## config.mk

```make
export PLATFORM = sky130hd
export DESIGN_NAME = calc_sequencer_flat
export DESIGN_NICKNAME = d
export VERILOG_FILES = /design/src/rtl/calc_pkg.sv /design/src/rtl/calc_sequencer_if.sv /design/src/rtl/bcd_entry_reg.sv /design/src/rtl/calc_sequencer.sv /design/src/flat_wrapper.sv
export SDC_FILE = /design/constraint.sdc
export NUM_CORES = 1
export LEC_CHECK = 0
export CAP_MARGIN = 10
export CELL_PAD_IN_SITES_DETAIL_PLACEMENT = 1
export CELL_PAD_IN_SITES_GLOBAL_PLACEMENT = 2
export CORE_MARGIN = 2
export CORE_UTILIZATION = 32
export CTS_CLUSTER_DIAMETER = 60
export DETAILED_ROUTE_END_ITERATION = 16
export PLACE_DENSITY = 0.86
export SLEW_MARGIN = 20
export SYNTH_ARGS = -nofsm -noshare
export SYNTH_HDL_FRONTEND = slang
export SYNTH_HIERARCHICAL = 1
export SYNTH_SLANG_ARGS = --single-unit
```

## constraint.sdc

```tcl
create_clock -name clk -period 3.1 [get_ports clk]
set_clock_uncertainty 0.15 [all_clocks]
set_input_delay 0.62 -clock clk [delete_from_list [all_inputs] [get_ports clk]]
set_output_delay 0.62 -clock clk [all_outputs]
set_load 0.01 [all_outputs]
```

## src/rtl/calc_pkg.sv

```systemverilog
`default_nettype none
// ============================================================================
//  Module      : calc_pkg
//  Description : Shared types, key-code constants, ALU op encodings and key
//                classification helpers for the keypad calculator sequencer.
//  Ports       : none (package)
//  Revision    : 1.0 - initial release
// ============================================================================
package calc_pkg;

    typedef enum logic [2:0] {
        ST_IDLE     = 3'd0,
        ST_ENTER_A  = 3'd1,
        ST_OP_SET   = 3'd2,
        ST_ENTER_B  = 3'd3,
        ST_EXEC     = 3'd4,
        ST_SHOW_RES = 3'd5,
        ST_ERROR    = 3'd6
    } state_t;

    localparam logic [3:0] KEY_ADD = 4'hA;
    localparam logic [3:0] KEY_SUB = 4'hB;
    localparam logic [3:0] KEY_MUL = 4'hE;
    localparam logic [3:0] KEY_DIV = 4'hF;
    localparam logic [3:0] KEY_CLR = 4'hC;
    localparam logic [3:0] KEY_EQU = 4'hD;

    localparam logic [1:0] OP_ADD = 2'b00;
    localparam logic [1:0] OP_SUB = 2'b01;
    localparam logic [1:0] OP_MUL = 2'b10;
    localparam logic [1:0] OP_DIV = 2'b11;

    function automatic logic is_digit(input logic [3:0] k);
        return (k <= 4'd9);
    endfunction

    function automatic logic is_op(input logic [3:0] k);
        return (k == KEY_ADD) || (k == KEY_SUB) || (k == KEY_MUL) || (k == KEY_DIV);
    endfunction

    function automatic logic [1:0] key_to_op(input logic [3:0] k);
        logic [1:0] op;
        case (k)
            KEY_SUB: op = OP_SUB;
            KEY_MUL: op = OP_MUL;
            KEY_DIV: op = OP_DIV;
            default: op = OP_ADD;
        endcase
        return op;
    endfunction

endpackage
`default_nettype wire

```

## src/rtl/calc_sequencer_if.sv

```systemverilog
`default_nettype none
// ============================================================================
//  Module      : calc_sequencer_if
//  Description : Start/done handshake and operand/result bus between the
//                calculator sequencer (master) and the BCD ALU (slave).
//  Signals     : alu_start  launch pulse         (master -> slave)
//                alu_op     operation            (master -> slave)
//                opa, opb   BCD operands         (master -> slave)
//                alu_done   result valid         (slave -> master)
//                alu_result BCD magnitude        (slave -> master)
//                alu_neg    result negative      (slave -> master)
//  Revision    : 1.0 - initial release
// ============================================================================
interface calc_sequencer_if #(
    parameter int DIGITS = 4
) ();
    logic                  alu_start;
    logic [1:0]            alu_op;
    logic [4*DIGITS-1:0]   opa;
    logic [4*DIGITS-1:0]   opb;
    logic                  alu_done;
    logic [4*DIGITS-1:0]   alu_result;
    logic                  alu_neg;

    modport master (
        output alu_start, alu_op, opa, opb,
        input  alu_done, alu_result, alu_neg
    );

    modport slave (
        input  alu_start, alu_op, opa, opb,
        output alu_done, alu_result, alu_neg
    );
endinterface
`default_nettype wire

```

## src/rtl/bcd_entry_reg.sv

```systemverilog
`default_nettype none
// ============================================================================
//  Module      : bcd_entry_reg
//  Description : BCD operand entry register: digits shift in from the right,
//                a counter caps entry at DIGITS, leading zeros are not counted.
//  Ports       : clk, resetn       clock, async active-low reset
//                clear             zero value and count (combines with shift)
//                shift, digit      shift digit in
//                load, load_val    load a whole value (count saturated)
//                value             registered operand
//                value_nxt         value that the next edge will register
//  Revision    : 1.0 - initial release
// ============================================================================
module bcd_entry_reg #(
    parameter int DIGITS = 4
) (
    input  wire logic                  clk,
    input  wire logic                  resetn,
    input  wire logic                  clear,
    input  wire logic                  shift,
    input  wire logic [3:0]            digit,
    input  wire logic                  load,
    input  wire logic [4*DIGITS-1:0]   load_val,
    output logic      [4*DIGITS-1:0]   value,
    output logic      [4*DIGITS-1:0]   value_nxt
);
    localparam int CW = $clog2(DIGITS + 1);

    logic [4*DIGITS-1:0] r_value;
    logic [CW-1:0]       r_count;
    logic [4*DIGITS-1:0] w_base_v;
    logic [CW-1:0]       w_base_c;
    logic [CW-1:0]       w_count_nxt;

    // Clear acts first so that "clear + shift" loads a fresh single digit.
    always_comb begin
        w_base_v    = clear ? '0 : r_value;
        w_base_c    = clear ? '0 : r_count;
        value_nxt   = w_base_v;
        w_count_nxt = w_base_c;
        if (load) begin
            value_nxt   = load_val;
            w_count_nxt = CW'(DIGITS);
        end else if (shift && (w_base_c != CW'(DIGITS)) &&
                     !((w_base_c == '0) && (digit == 4'd0))) begin
            value_nxt   = {w_base_v[4*DIGITS-5:0], digit};
            w_count_nxt = w_base_c + CW'(1);
        end
    end

    always_ff @(posedge clk or negedge resetn) begin
        if (!resetn) begin
            r_value <= '0;
            r_count <= '0;
        end else begin
            r_value <= value_nxt;
            r_count <= w_count_nxt;
        end
    end

    assign value = r_value;

endmodule
`default_nettype wire

```

## src/rtl/calc_sequencer.sv

```systemverilog
`default_nettype none
// ============================================================================
//  Module      : calc_sequencer
//  Description : Keypad calculator controller: operand entry, operator latch,
//                ALU start/done handshake with timeout, display selection.
//  Ports       : clk, resetn             clock, async active-low reset
//                key_valid, key_code     decoded key event
//                alu                     ALU handshake bus (master side)
//                disp_bcd, disp_neg      display value and minus sign
//                error                   high in ERROR state
//                state_dbg               current state encoding
//  Revision    : 1.0 - initial release
// ============================================================================
module calc_sequencer
    import calc_pkg::*;
#(
    parameter int DIGITS      = 4,
    parameter int ALU_TIMEOUT = 15
) (
    input  wire logic                  clk,
    input  wire logic                  resetn,
    input  wire logic                  key_valid,
    input  wire logic [3:0]            key_code,
    calc_sequencer_if.master           alu,
    output logic      [4*DIGITS-1:0]   disp_bcd,
    output logic                       disp_neg,
    output logic                       error,
    output logic      [2:0]            state_dbg
);
    localparam int W  = 4 * DIGITS;
    localparam int TW = $clog2(ALU_TIMEOUT + 1);

    state_t          r_state, w_state_nxt;
    logic [1:0]      r_op, w_op_nxt;
    logic [W-1:0]    r_result, w_result_nxt;
    logic            r_result_neg, w_result_neg_nxt;
    logic [TW-1:0]   r_tcnt;
    logic            r_alu_start;
    logic [W-1:0]    r_disp, w_disp_nxt;
    logic            r_disp_neg;
    logic            r_error;

    logic            w_a_clear, w_a_shift, w_a_load, w_b_clear, w_b_shift;
    logic [W-1:0]    w_opa, w_opa_nxt, w_opb, w_opb_nxt;

    logic            w_key_digit, w_key_op, w_key_clr, w_key_equ, w_done_take;

    assign w_key_digit = key_valid && is_digit(key_code);
    assign w_key_op    = key_valid && is_op(key_code);
    assign w_key_clr   = key_valid && (key_code == KEY_CLR);
    assign w_key_equ   = key_valid && (key_code == KEY_EQU);
    // Clear beats a simultaneous done: the result is dropped.
    assign w_done_take = (r_state == ST_EXEC) && alu.alu_done && !w_key_clr;

    bcd_entry_reg #(.DIGITS(DIGITS)) u_entry_a (
        .clk       (clk),
        .resetn    (resetn),
        .clear     (w_a_clear),
        .shift     (w_a_shift),
        .digit     (key_code),
        .load      (w_a_load),
        .load_val  (r_result),
        .value     (w_opa),
        .value_nxt (w_opa_nxt)
    );

    bcd_entry_reg #(.DIGITS(DIGITS)) u_entry_b (
        .clk       (clk),
        .resetn    (resetn),
        .clear     (w_b_clear),
        .shift     (w_b_shift),
        .digit     (key_code),
        .load      (1'b0),
        .load_val  ('0),
        .value     (w_opb),
        .value_nxt (w_opb_nxt)
    );

    always_comb begin
        w_state_nxt = r_state;
        w_op_nxt    = r_op;
        w_a_clear   = 1'b0;
        w_a_shift   = 1'b0;
        w_a_load    = 1'b0;
        w_b_clear   = 1'b0;
        w_b_shift   = 1'b0;
        if (w_key_clr) begin
            w_state_nxt = ST_IDLE;
            w_op_nxt    = OP_ADD;
            w_a_clear   = 1'b1;
            w_b_clear   = 1'b1;
        end else begin
            case (r_state)
                ST_IDLE: begin
                    if (w_key_digit) begin
                        w_state_nxt = ST_ENTER_A;
                        w_a_clear   = 1'b1;
                        w_a_shift   = 1'b1;
                    end else if (w_key_op) begin
                        w_state_nxt = ST_OP_SET;
                        w_a_clear   = 1'b1;
                        w_op_nxt    = key_to_op(key_code);
                    end
                end
                ST_ENTER_A: begin
                    if (w_key_digit) begin
                        w_a_shift = 1'b1;
                    end else if (w_key_op) begin
                        w_state_nxt = ST_OP_SET;
                        w_op_nxt    = key_to_op(key_code);
                    end
                end
                ST_OP_SET: begin
                    if (w_key_op) begin
                        w_op_nxt = key_to_op(key_code);
                    end else if (w_key_digit) begin
                        w_state_nxt = ST_ENTER_B;
                        w_b_clear   = 1'b1;
                        w_b_shift   = 1'b1;
                    end
                end
                ST_ENTER_B: begin
                    if (w_key_digit) begin
                        w_b_shift = 1'b1;
                    end else if (w_key_equ) begin
                        w_state_nxt = ST_EXEC;
                    end
                end
                ST_EXEC: begin
                    if (alu.alu_done) begin
                        w_state_nxt = ST_SHOW_RES;
                    end else if (r_tcnt == TW'(ALU_TIMEOUT - 1)) begin
                        w_state_nxt = ST_ERROR;
                    end
                end
                ST_SHOW_RES: begin
                    if (w_key_digit) begin
                        w_state_nxt = ST_ENTER_A;
                        w_a_clear   = 1'b1;
                        w_a_shift   = 1'b1;
                        w_b_clear   = 1'b1;
                    end else if (w_key_op && !r_result_neg) begin
                        // Chain the magnitude into the next calculation.
                        w_state_nxt = ST_OP_SET;
                        w_a_load    = 1'b1;
                        w_b_clear   = 1'b1;
                        w_op_nxt    = key_to_op(key_code);
                    end
                end
                ST_ERROR: begin
                    w_state_nxt = ST_ERROR;
                end
                default: begin
                    w_state_nxt = ST_IDLE;
                end
            endcase
        end
    end

    always_comb begin
        w_result_nxt     = r_result;
        w_result_neg_nxt = r_result_neg;
        if (w_key_clr) begin
            w_result_nxt     = '0;
            w_result_neg_nxt = 1'b0;
        end else if (w_done_take) begin
            w_result_nxt     = alu.alu_result;
            w_result_neg_nxt = alu.alu_neg;
        end
    end

    // Display is computed from next-state values so it is registered yet
    // still tracks a key on the very next cycle.
    always_comb begin
        w_disp_nxt = '0;
        case (w_state_nxt)
            ST_ENTER_A, ST_OP_SET: w_disp_nxt = w_opa_nxt;
            ST_ENTER_B, ST_EXEC:   w_disp_nxt = w_opb_nxt;
            ST_SHOW_RES:           w_disp_nxt = w_result_nxt;
            default:               w_disp_nxt = '0;
        endcase
    end

    always_ff @(posedge clk or negedge resetn) begin
        if (!resetn) begin
            r_state      <= ST_IDLE;
            r_op         <= OP_ADD;
            r_result     <= '0;
            r_result_neg <= 1'b0;
            r_tcnt       <= '0;
            r_alu_start  <= 1'b0;
            r_disp       <= '0;
            r_disp_neg   <= 1'b0;
            r_error      <= 1'b0;
        end else begin
            r_state      <= w_state_nxt;
            r_op         <= w_op_nxt;
            r_result     <= w_result_nxt;
            r_result_neg <= w_result_neg_nxt;
            r_tcnt       <= ((r_state == ST_EXEC) && (w_state_nxt == ST_EXEC)) ?
                            r_tcnt + TW'(1) : '0;
            r_alu_start  <= (w_state_nxt == ST_EXEC) && (r_state != ST_EXEC);
            r_disp       <= w_disp_nxt;
            r_disp_neg   <= (w_state_nxt == ST_SHOW_RES) && w_result_neg_nxt;
            r_error      <= (w_state_nxt == ST_ERROR);
        end
    end

    assign alu.alu_start = r_alu_start;
    assign alu.alu_op    = r_op;
    assign alu.opa       = w_opa;
    assign alu.opb       = w_opb;
    assign disp_bcd      = r_disp;
    assign disp_neg      = r_disp_neg;
    assign error         = r_error;
    assign state_dbg     = r_state;

endmodule
`default_nettype wire
```

## src/flat_wrapper.sv

```systemverilog
// flat-port wrapper written by rule: the top's interface ports become plain ports
module calc_sequencer_flat import calc_pkg::*;
#(
    parameter int DIGITS      = 4,
    parameter int ALU_TIMEOUT = 15
)
  (clk, resetn, key_valid, key_code, disp_bcd, disp_neg, error, state_dbg, alu_alu_start, alu_alu_op, alu_opa, alu_opb, alu_alu_done, alu_alu_result, alu_alu_neg);
  calc_sequencer_if #(.DIGITS(DIGITS)) alu_i ();
  input  wire logic clk;
  input  wire logic resetn;
  input  wire logic key_valid;
  input  wire logic [3:0] key_code;
  output logic      [4*DIGITS-1:0] disp_bcd;
  output logic disp_neg;
  output logic error;
  output logic      [2:0] state_dbg;
  output wire logic [$bits(alu_i.alu_start)-1:0] alu_alu_start;
  output wire logic [$bits(alu_i.alu_op)-1:0] alu_alu_op;
  output wire logic [$bits(alu_i.opa)-1:0] alu_opa;
  output wire logic [$bits(alu_i.opb)-1:0] alu_opb;
  input wire logic [$bits(alu_i.alu_done)-1:0] alu_alu_done;
  input wire logic [$bits(alu_i.alu_result)-1:0] alu_alu_result;
  input wire logic [$bits(alu_i.alu_neg)-1:0] alu_alu_neg;
  assign alu_alu_start = alu_i.alu_start;
  assign alu_alu_op = alu_i.alu_op;
  assign alu_opa = alu_i.opa;
  assign alu_opb = alu_i.opb;
  assign alu_i.alu_done = alu_alu_done;
  assign alu_i.alu_result = alu_alu_result;
  assign alu_i.alu_neg = alu_alu_neg;
  calc_sequencer #(.DIGITS(DIGITS), .ALU_TIMEOUT(ALU_TIMEOUT)) u_core (.clk(clk), .resetn(resetn), .key_valid(key_valid), .key_code(key_code), .alu(alu_i), .disp_bcd(disp_bcd), .disp_neg(disp_neg), .error(error), .state_dbg(state_dbg));
endmodule
```

Word-level counts from Yosys, hierarchy flattened
Cells that the tools add are included.

Register bits: 83. Bits of input ports: 25. Output and inout bits: 56. Word-level logic and storage cells: 128.

Add/subtract/negate cells: 3. $lt $le $gt $ge: 1. Equal/unequal tests: 25. Multiplexer cells: 53. Reductions and logical operators: 33.

Operators with widths (count): $mux W16 (7); $mux W3 (17); $pmux W16 S3 (1); $eq A4 B4 Y1 const B (7); $pmux W3 S7 (1); $eq A3 B3 Y1 const B (6); $logic_and A1 B1 Y1 (16); $mux W1 (16); $ne A3 B3 Y1 const B (5); $eq A3 B2 Y1 const B (4); $pmux W2 S3 (2); $mux W2 (5); $logic_not A3 Y1 (3); $add A3 B1 Y3 const B (2); $eq A3 B1 Y1 const B (2); $pmux W1 S2 (3); $reduce_or A2 Y1 (3); $add A4 B1 Y4 const B (1); $le A4 B4 Y1 const B (1); $logic_not A1 Y1 (4); $logic_not A4 Y1 (1); $mux W4 (1); $reduce_and A4 Y1 (1); $reduce_bool A4 Y1 (1); 3 further kinds (5).

Longest topological paths before layout
Gate-level depths: netlist of the first run.

Word-level depth: 17. Depth in mapped cells: 15. Gate-level depth less buffers: 13.

By module
The synthesis of the first run kept the hierarchy.

By module, submodules not included: calc_sequencer (times used 1, cells each 220, area each 2270.9 µm², seq. area each 1126.1 µm²); bcd_entry_reg (times used 2, cells each 112, area each 994.7 µm², seq. area each 475.5 µm²).

Least setup slack after synthesis of the first run
No wires, ideal clock.

Kind: input to register. From: input key_code[2]. To: register u_core.r_disp[10], in the netlist u_core/disp_bcd[10]. Library setup time: 126 ps. Data arrival time: 2851 ps. Required time: 2824 ps. Slack: -27 ps. Stages on the path: 13. Buffers on the path: 1. Cell sequence: o21ai_0 nand2_1 nor2_1 nor2_1 o21ai_0 nor2b_1 inv_1 ha_1 nor2b_1 a31oi_4 buf_2 o211ai_1 a221o_1.

Elaborated cells between the ends (all ways): 75. Those cells by class: 1 x order compare; 13 x eq/ne; 38 x mux; 23 x reduce/logical.

RTL lines: start, declared (RTL line flat_wrapper.sv:12) `input wire logic [3:0] key_code;`; branches (longest 7 deep; another with $le A4 B4 Y1); $mux W1 (*) (RTL line calc_sequencer.sv:87) `if (w_key_clr) begin`; net u_core.w_b_shift (RTL line calc_sequencer.sv:43) `logic w_a_clear, w_a_shift, w_a_load, w_b_clear, w_b_shift;`; $logic_and A1 B1 Y1 (*) (2 in series) (RTL line bcd_entry_reg.sv:44) `end else if (shift && (w_base_c != CW'(DIGITS)) &&`; $mux W16 (*) (RTL line bcd_entry_reg.sv:44); net u_core.w_opb_nxt[10] (RTL line calc_sequencer.sv:44) `logic [W-1:0] w_opa, w_opa_nxt, w_opb, w_opb_nxt;`; $pmux W16 S3 (*) (RTL line calc_sequencer.sv:176) `case (w_state_nxt)`; net u_core.w_disp_nxt[10] (RTL line calc_sequencer.sv:39) `logic [W-1:0] r_disp, w_disp_nxt;`; end signal, assigned (RTL line calc_sequencer.sv:203) `r_disp <= w_disp_nxt;`; end, declared (RTL line calc_sequencer.sv:39).

Mark *: on every way through the listed nets, which the timed path passes. A chain may end at the register's enable or synchronous reset.

Worst setup path in the final report of the first run
From: input key_valid. To: register u_core.r_disp[4], in the netlist u_core/disp_bcd[4].

Longest elaborated chain between the ends: 13. Elaborated cells between the ends (all ways): 64. Those cells by class: 7 x eq/ne; 38 x mux; 19 x reduce/logical.

RTL lines: start, declared (RTL line flat_wrapper.sv:11) `input wire logic key_valid;`; $logic_and A1 B1 Y1 (RTL line calc_sequencer.sv:49) `assign w_key_op = key_valid && is_op(key_code);`; $mux W1 (RTL line calc_sequencer.sv:99) `end else if (w_key_op) begin`; $mux W1 (RTL line calc_sequencer.sv:95) `if (w_key_digit) begin`; $pmux W1 S2 (RTL line calc_sequencer.sv:93) `case (r_state)`; $mux W1 (*) (RTL line calc_sequencer.sv:87); net u_core.w_a_clear (RTL line calc_sequencer.sv:43); $mux W3 (RTL line bcd_entry_reg.sv:38) `w_base_c = clear ? '0 : r_count;`; $logic_not A3 Y1 (RTL line bcd_entry_reg.sv:45) `!((w_base_c == '0) && (digit == 4'd0))) begin`; $logic_and A1 B1 Y1 (RTL line bcd_entry_reg.sv:45); $logic_not A1 Y1 (RTL line bcd_entry_reg.sv:45); $logic_and A1 B1 Y1 (RTL line bcd_entry_reg.sv:44); $mux W16 (*) (RTL line bcd_entry_reg.sv:44); $mux W16 (*) (RTL line bcd_entry_reg.sv:41) `if (load) begin`; net u_core.w_opa_nxt[4] (RTL line calc_sequencer.sv:44); $pmux W16 S3 (*) (RTL line calc_sequencer.sv:176); net u_core.w_disp_nxt[4] (RTL line calc_sequencer.sv:39).

The timed path passes the listed nets; every way through them passes the cells marked *.

==> impl_metrics.py, run 1 <==
metrics = {
    "synthesis": {
        "synthTopCellsByArea": "dfrtp_1, nand2_1, nand3_1",
        "yosysUniqueCellTypes": 50,
        "yosysSeqAreaShare_pct": 48.75,
        "synth-edff-count": 0,
        "netlist.area_leader.share_pct": 48.75,
        "yosys-top-cells-count": "nand2_1, dfrtp_1, nand3_1",
        "synthFlopType": "dfrtp_1",
        "async_flop_share_pct": 100.0,
        "syn_area_um2": 4260,
        "yosysMostFrequentCell": "nand2_1",
        "ys_warn_count": 6,
        "syn_inst": 444,
        "yosys.area.top_type": "dfrtp_1",
        "ys_ff_latch": 83,
        "synth_area_per_cell_um2": 9.595,
    },
    "detailed_routing": {
        "drtIter0Drc": 221,
        "dr.pass1.iters": 4,
        "wirelength_um": 15270,
        "ant_nets": 0,
        "wl_per_cell_um": 19.33,
        "routed-via-count": 4004,
        "vias_per_cell": 5.068,
        "remaining_drc_errors": 0,
    },
    "pwr": {
        "swShare_pct": 36.96,
        "comb_power_share_pct": 49.1,
        "power.density_nw_per_um2": 830.2,
        "total_power_w": 0.005324,
        "ir_drop_uv": 329.2,
        "switchingPower_w": 0.001968,
        "pwr-share-seq_pct": 30.0,
        "p_int_w": 0.003357,
        "leakagePower_nw": 2.818,
        "p_clk_share_pct": 20.9,
    },
    "setup_path": {
        "cp.required_ns": 3.16,
        "cp.arrival_ns": 3.07,
        "startpoint_type": "input port",
        "crit_type": "in -> reg",
        "crit_path_max_fanout": 15,
        "end_kind": "flop",
        "rr_worst_depth": 12,
    },
    "run_status": {
        "outcome": "finished clean",
    },
    "timing": {
        "fin_crit_sh_pct": 97.24,
        "final_hold_viol_count": 0,
        "worst_pin_slew_ns": 0.8162,
        "setup_viol": 0,
        "relSlewSlack_pct": 45.58,
        "period_needed_ns": 3.015,
        "clock.fmax_mhz": 331.7,
        "rsz0062_at_grt": "false",
        "drv_slew": 0,
    },
    "flow_run": {
        "maxCapViolations": 0,
    },
    "cts": {
        "clk_pin_slew_ns": 0.06,
        "cts_buffers": 9,
        "cts_tree": "built",
        "clockBufferDepth": 2,
        "insertion_delay_ns": 0.34,
        "root_buffer": "clkbuf_16",
        "h-tree-depth": 3,
        "cts.sinks": 83,
    },
    "finish": {
        "stdcell_area_um2": 6414,
        "fin_nets": 640,
        "antenna-diode-count": 0,
        "final_cells": 790,
        "syn_to_final_growth_pct": 50.54,
        "layout-drive-gt1-share_pct": 23.78,
    },
    "placed_design": {
        "place_area_um2": 5709,
        "dpl.hpwl_um": 10550,
        "place_inst": 751,
        "io_buffers": 80,
        "place.gp.congestion": 0.8428,
    },
    "die": {
        "die_w_um": 119.4,
        "initial_core_util_pct": 32.43,
        "die-area_um2": 14250,
        "pin_count": 81,
        "core_area_um2": 13140,
        "num_rows": 42,
        "die_y_um": 119.4,
    },
    "grt": {
        "track_usage_pct": 22.02,
        "grt_pass1_wl_um": 24380,
        "antenna_found_initial": 0,
        "grt-ovfl-total": 0,
        "grt_pass1_vias": 4425,
        "grt_start_max_net_pins": 44,
    },
    "min_path": {
        "hold_path.class": "in -> async",
    },
}
-- logic make-up (layout without fill, tap and decap cells) --
group	after synthesis	count (layout)	share of synthesized area, %
other cells	1	17	0.08802
simple gates	207	207	24.58
compound gates	92	92	17.36
fa+ha+maj	6	6	1.762
mux	3	3	0.7342
buf+inv	47	201	5.697
flops	83	83	48.75
xor+xnor	5	5	1.028
-- routing by layer --
layer / share of wire [%] / wire length, um / track usage, % / vias up
li1: - / - / - / 1877
met1: 45 / 6858 / 30.55 / 2030
met2: 51 / 7727 / 36.21 / 80
met3: 2.8 / 432 / 2.730 / 17
met4: 1.6 / 248 / 6.397 / 0
met5: 0 / 0 / 0 / -
-- area by class of cell --
cell class / count / area, um^2
multi-input combinational: 330 / 2157
sequential: 83 / 2077
clock inverter: 7 / 81.33
clock buffer: 9 / 225.2
timing repair buffer: 167 / 1585
fill: 1500 / 6724
inverter: 18 / 67.56
tap: 176 / 220.2
-- power by group through the flow --
stage               sequential (W)  clock, W  combinational, W
CTS                        0.00160   0.00113           0.00255
finish                     0.00160   0.00111           0.00261
global placement           0.00160         0           0.00224
detailed placement         0.00161         0           0.00230
global route               0.00163   0.00118           0.00280
floorplan                  0.00164         0           0.00112
-- cell usage in the layout, fill, tap and decap left out, drive strengths merged, types with 13 or more instances in the layout --
master	netlist	routed
dfrtp	83	83
nor2	18	18
a21oi	20	20
o211ai	24	24
inv	18	21
nand3	41	41
a221o	17	17
conb	1	17
nor2b	13	13
clkdlybuf4s50	0	75
nand2	99	99
buf	17	89
-- repair_timing --
| action | in CTS | in global routing |
|---|---|---|
| hold buffers | 0 | 0 |
| buffers inserted | 19 | 4 |
| pin swaps | 6 | 14 |
| endpoints found under the setup margin | 49 | 26 |
| gates resized for setup | 38 | 18 |
| gates cloned | 3 | 0 |
-- metrics by stage --
stage | setup TNS [ns] | setup WS (ns) | hold slack (ns) | util (%)
global placement | -24.59 | -0.7725 | 0.3210 | 43.46
global route | 0 | 0.01685 | 0.1597 | 48.82
CTS | 0 | 0.01955 | 0.1497 | 48.30
floorplan | 0 | 0.03539 | 0.1744 | -
finish | 0 | 0.08544 | 0.1280 | 48.82
detailed placement | -28.83 | -0.8592 | 0.3300 | 43.46
-- sequential cells by signal, summed over array words and instances, names as in the netlist --
register and flops:
u_core/r_result 16, u_core/u_entry_a/value 16, u_core/r_tcnt 4, u_core/r_result_neg 1, u_core/disp_bcd 16, u_core/alu.alu_start 1
u_core/error 1, u_core/u_entry_b/value 16, u_core/alu.alu_op 2, u_core/state_dbg 3, u_core/u_entry_a/r_count 3, u_core/disp_neg 1
u_core/u_entry_b/r_count 3
-- worst max-delay path: stages --
cell	delay, ns
dlygate4sd2_1	0.28
and3_1	0.22
a21oi_1	0.13
o31a_1	0.13
o21ai_1	0.07
buf_4	0.16
nor2b_4	0.12
inv_2	0.07
ha_4	0.17
nor2b_4	0.14
a31oi_4	0.07
buf_12	0.16
buf_16	0.14
nand3_1	0.08
o211ai_1	0.12
a221o_1	0.38
-- worst paths after layout --
| check | start | endpoint | slack [ns] |
|---|---|---|---|
| worst min-delay path | resetn | u_core/r_tcnt[1] | 0.13 |
| worst max register to register | u_core/r_result_neg | u_core/disp_bcd[8] | 0.27 |
| worst min register to register | u_core/alu.alu_op[0] | u_core/alu.alu_op[0] | 0.35 |
| min in group clk | u_core/alu.alu_op[0] | u_core/alu.alu_op[0] | 0.35 |
| worst max-delay path | key_valid | u_core/disp_bcd[4] | 0.09 |
| max in group asynchronous | resetn | u_core/disp_bcd[2] | 2.02 |
Note: power is estimated with default switching activity, not from simulation.
==> run 2: changes to the inputs <==
--- a/config.mk
+++ b/config.mk
@@ -16,5 +16,4 @@
 export SLEW_MARGIN = 20
 export SYNTH_ARGS = -nofsm -noshare
 export SYNTH_HDL_FRONTEND = slang
-export SYNTH_HIERARCHICAL = 1
 export SYNTH_SLANG_ARGS = --single-unit
==> constraint.sdc (replaced) <==
create_clock -name clk -period 2.9 [get_ports clk]
set_clock_uncertainty 0.15 [all_clocks]
set_input_delay 0.58 -clock clk [delete_from_list [all_inputs] [get_ports clk]]
set_output_delay 0.58 -clock clk [all_outputs]
set_load 0.01 [all_outputs]
==> impl_metrics.py, run 2 <==
metrics = {
    "run_status": {
        "outcome": "complete, but fails checks",
        "violations": "negative setup slack",
    },
    "die": {
        "initial_core_util_pct": 32.86,
        "die-area_um2": 13880,
        "die_w_um": 117.8,
        "num_rows": 41,
        "pin_count": 81,
        "die_y_um": 117.8,
        "core_area_um2": 12620,
    },
    "setup_path": {
        "cp.required_ns": 2.97,
        "cp.arrival_ns": 3.01,
        "slowest_delay_ns": 0.54,
        "crit_path_max_fanout": 6,
        "crit_start": "u_core.state_dbg[0]",
        "r2r_end": "u_core.disp_bcd[2]",
        "r2r_slack_ns": -0.04,
        "crit_type": "reg -> reg",
        "crit_chain": "nor2b_4 -> or4_4 -> and2_4 -> nand2_4 -> ha_4 -> nand3_2 -> o21a_1 -> buf_6 -> buf_16 -> a22oi_2 -> o21ai_2 -> a221o_1",
        "startpoint_type": "flop",
        "rr_worst_depth": 12,
        "end_kind": "flop",
        "cp_slowest_cell": "or4_4",
        "reg2reg_from": "u_core.state_dbg[0]",
        "crit_end": "u_core.disp_bcd[2]",
    },
    "finish": {
        "final_cell_mix": "buf_4, dfrtp_1, nand2_1, clkdlybuf4s50_1, a21oi_1",
        "fin_nets": 616,
        "multi_input_area_um2": 2022,
        "seq_area_um2": 2078,
        "syn_to_final_growth_pct": 52.17,
        "layout-drive-gt1-share_pct": 27.97,
        "antenna-diode-count": 0,
        "final_common_cell": "buf_4",
        "n_fill_cell": 1436,
        "stdcell_area_um2": 6310,
    },
    "timing": {
        "period_needed_ns": 2.938,
        "drv_slew": 0,
        "rsz0062_at_grt": "true",
        "final_hold_viol_count": 0,
        "tns_ns": -0.1142,
        "fin_crit_sh_pct": 101.3,
        "relSlewSlack_pct": 64.45,
        "clock.fmax_mhz": 340.4,
        "fin_ws_ns": -0.03772,
        "setup_viol": 7,
        "worst_pin_slew_ns": 0.5332,
    },
    "detailed_routing": {
        "remaining_drc_errors": 0,
        "ant_nets": 0,
        "drtIter0Drc": 203,
        "vias_per_cell": 5.096,
        "dr.pass1.iters": 6,
        "wl_per_cell_um": 19.64,
        "routed-via-count": 3883,
        "wirelength_um": 14970,
    },
    "synthesis": {
        "synthFlopType": "dfrtp_1",
        "syn_nets": 447,
        "synthTopCellsByArea": "dfrtp_1, nand2_1, mux2i_1",
        "ys_warn_count": 0,
        "yosys-top-cells-count": "dfrtp_1, nand2_1, mux2i_1",
        "yosysMostFrequentCell": "dfrtp_1",
        "async_flop_share_pct": 100.0,
        "syn_area_um2": 4146,
        "ys_ff_latch": 83,
        "synth-edff-count": 0,
        "synth_area_per_cell_um2": 9.967,
        "yosysSeqAreaShare_pct": 50.09,
        "yosys.area.top_type": "dfrtp_1",
        "netlist.area_leader.share_pct": 50.09,
        "syn_inst": 416,
        "yosysUniqueCellTypes": 61,
    },
    "grt": {
        "track_usage_pct": 21.83,
        "grt_pass1_wl_um": 23700,
        "grt_pass1_vias": 4237,
        "gr-usage-met3_pct": 4.021,
        "grt_start_max_net_pins": 48,
        "use_met1_pct": 29.74,
        "grt-busiest-layer": "met2",
        "grt-ovfl-total": 0,
        "met2_usage_pct": 35.83,
        "antenna_found_initial": 0,
    },
    "pwr": {
        "total_power_w": 0.005989,
        "leakagePower_nw": 2.907,
        "pwr-share-seq_pct": 32.3,
        "swShare_pct": 37.30,
        "ir_drop_uv": 343.4,
        "comb_power_share_pct": 49.3,
        "p_int_w": 0.003755,
        "power.density_nw_per_um2": 949.1,
        "p_clk_share_pct": 18.4,
        "switchingPower_w": 0.002234,
    },
    "flow_run": {
        "maxCapViolations": 0,
    },
    "placed_design": {
        "place_ws_ns": -0.8201,
        "place_area_um2": 5733,
        "io_buffers": 80,
        "place.gp.congestion": 0.8821,
        "dpl.hpwl_um": 10480,
    },
    "cts": {
        "cts_tree": "built",
        "clockBufferDepth": 2,
        "root_buffer": "clkbuf_16",
        "cts.sinks": 83,
        "h-tree-depth": 3,
        "insertion_delay_ns": 0.34,
        "clk_pin_slew_ns": 0.07,
        "cts_buffers": 9,
    },
    "min_path": {
        "hold_path.class": "in -> async",
    },
}
## run 2: changes by cell type after synthesis, moves of 13 or more
| cell | change |
|---|---|
| nand2_1 | -20 |
| mux2i_1 | +22 |
| a221o_1 | -15 |
| or3_1 | +13 |
| nand3_1 | -32 |
| o211ai_1 | -23 |
## run 2: worst max-delay path: cells and delay by family, from the launching register on
kind,cells,cell delay (ns)
AOI/OAI and AO/OA,4,0.76
adders and majority gates,1,0.16
DFF,1,0.44
buffers and inverters,2,0.28
and+or+nand+nor,5,1.02
## run 2: area by class of cell
cell class / instances / area share [%]
multi-input combinational: 295 / 32.04
clock buffer: 10 / 3.629
timing repair buffer: 183 / 26.43
clock inverter: 6 / 0.7733
inverter: 13 / 0.7733
tap: 172 / 3.411
sequential: 83 / 32.94
## run 2: per-layer routing
metal,share of wire (%),vias to the layer above,wire length [um]
met5,0,-,0
met3,5.1,17,769
met4,1.5,0,225
met1,45,1956,6662
met2,49,106,7310
li1,-,1804,-
## run 2: cells by family after synthesis
kind of cell,after synthesis,synth area share (%)
xor gates and xnor gates,4,0.8451
AOI/OAI and AO/OA,77,13.04
and+or+nand+nor,183,23.17
buffers and inverters,38,4.979
DFF,83,50.09
adders and majority gates,6,1.810
muxes,25,6.065
## run 2: through the flow
stage | std cells | hold slack (ns) | util (%)
floorplan | 416 | 0.1344 | -
global placement | 719 | 0.3243 | 45.43
detailed placement | 719 | 0.3368 | 45.43
CTS | 753 | 0.07796 | 49.24
global route | 762 | 0.09523 | 50.00
finish | 762 | 0.05711 | 50.00
## run 2: worst min-delay path by stage
stage | from | endpoint | slack (ns)
after floorplan | resetn | u_core.alu.alu_op[0] | 0.13
after CTS | resetn | u_core.alu.alu_start | 0.08
after detailed placement | u_core.r_tcnt[0] | u_core.r_tcnt[0] | 0.34
after global placement | u_core.r_tcnt[0] | u_core.r_tcnt[0] | 0.32
final | resetn | u_core.alu.alu_start | 0.06
after global routing | resetn | u_core.alu.alu_start | 0.1
## run 2: what timing repair did
action	in CTS	in global routing
buffers inserted	17	11
cloned	1	0
pin swaps	19	16
resized for setup	38	11
hold buffers	0	0
endpoints found under the setup margin	48	24
## run 2: power groups by stage
stage,registers (W),clock network (W),logic (W)
after global placement,0.00192,0,0.00252
after global routing,0.00199,0.00118,0.00317
after detailed placement,0.00194,0,0.00262
after CTS,0.00193,0.00112,0.00285
final,0.00194,0.00110,0.00295
after floorplan,0.00196,0,0.00117
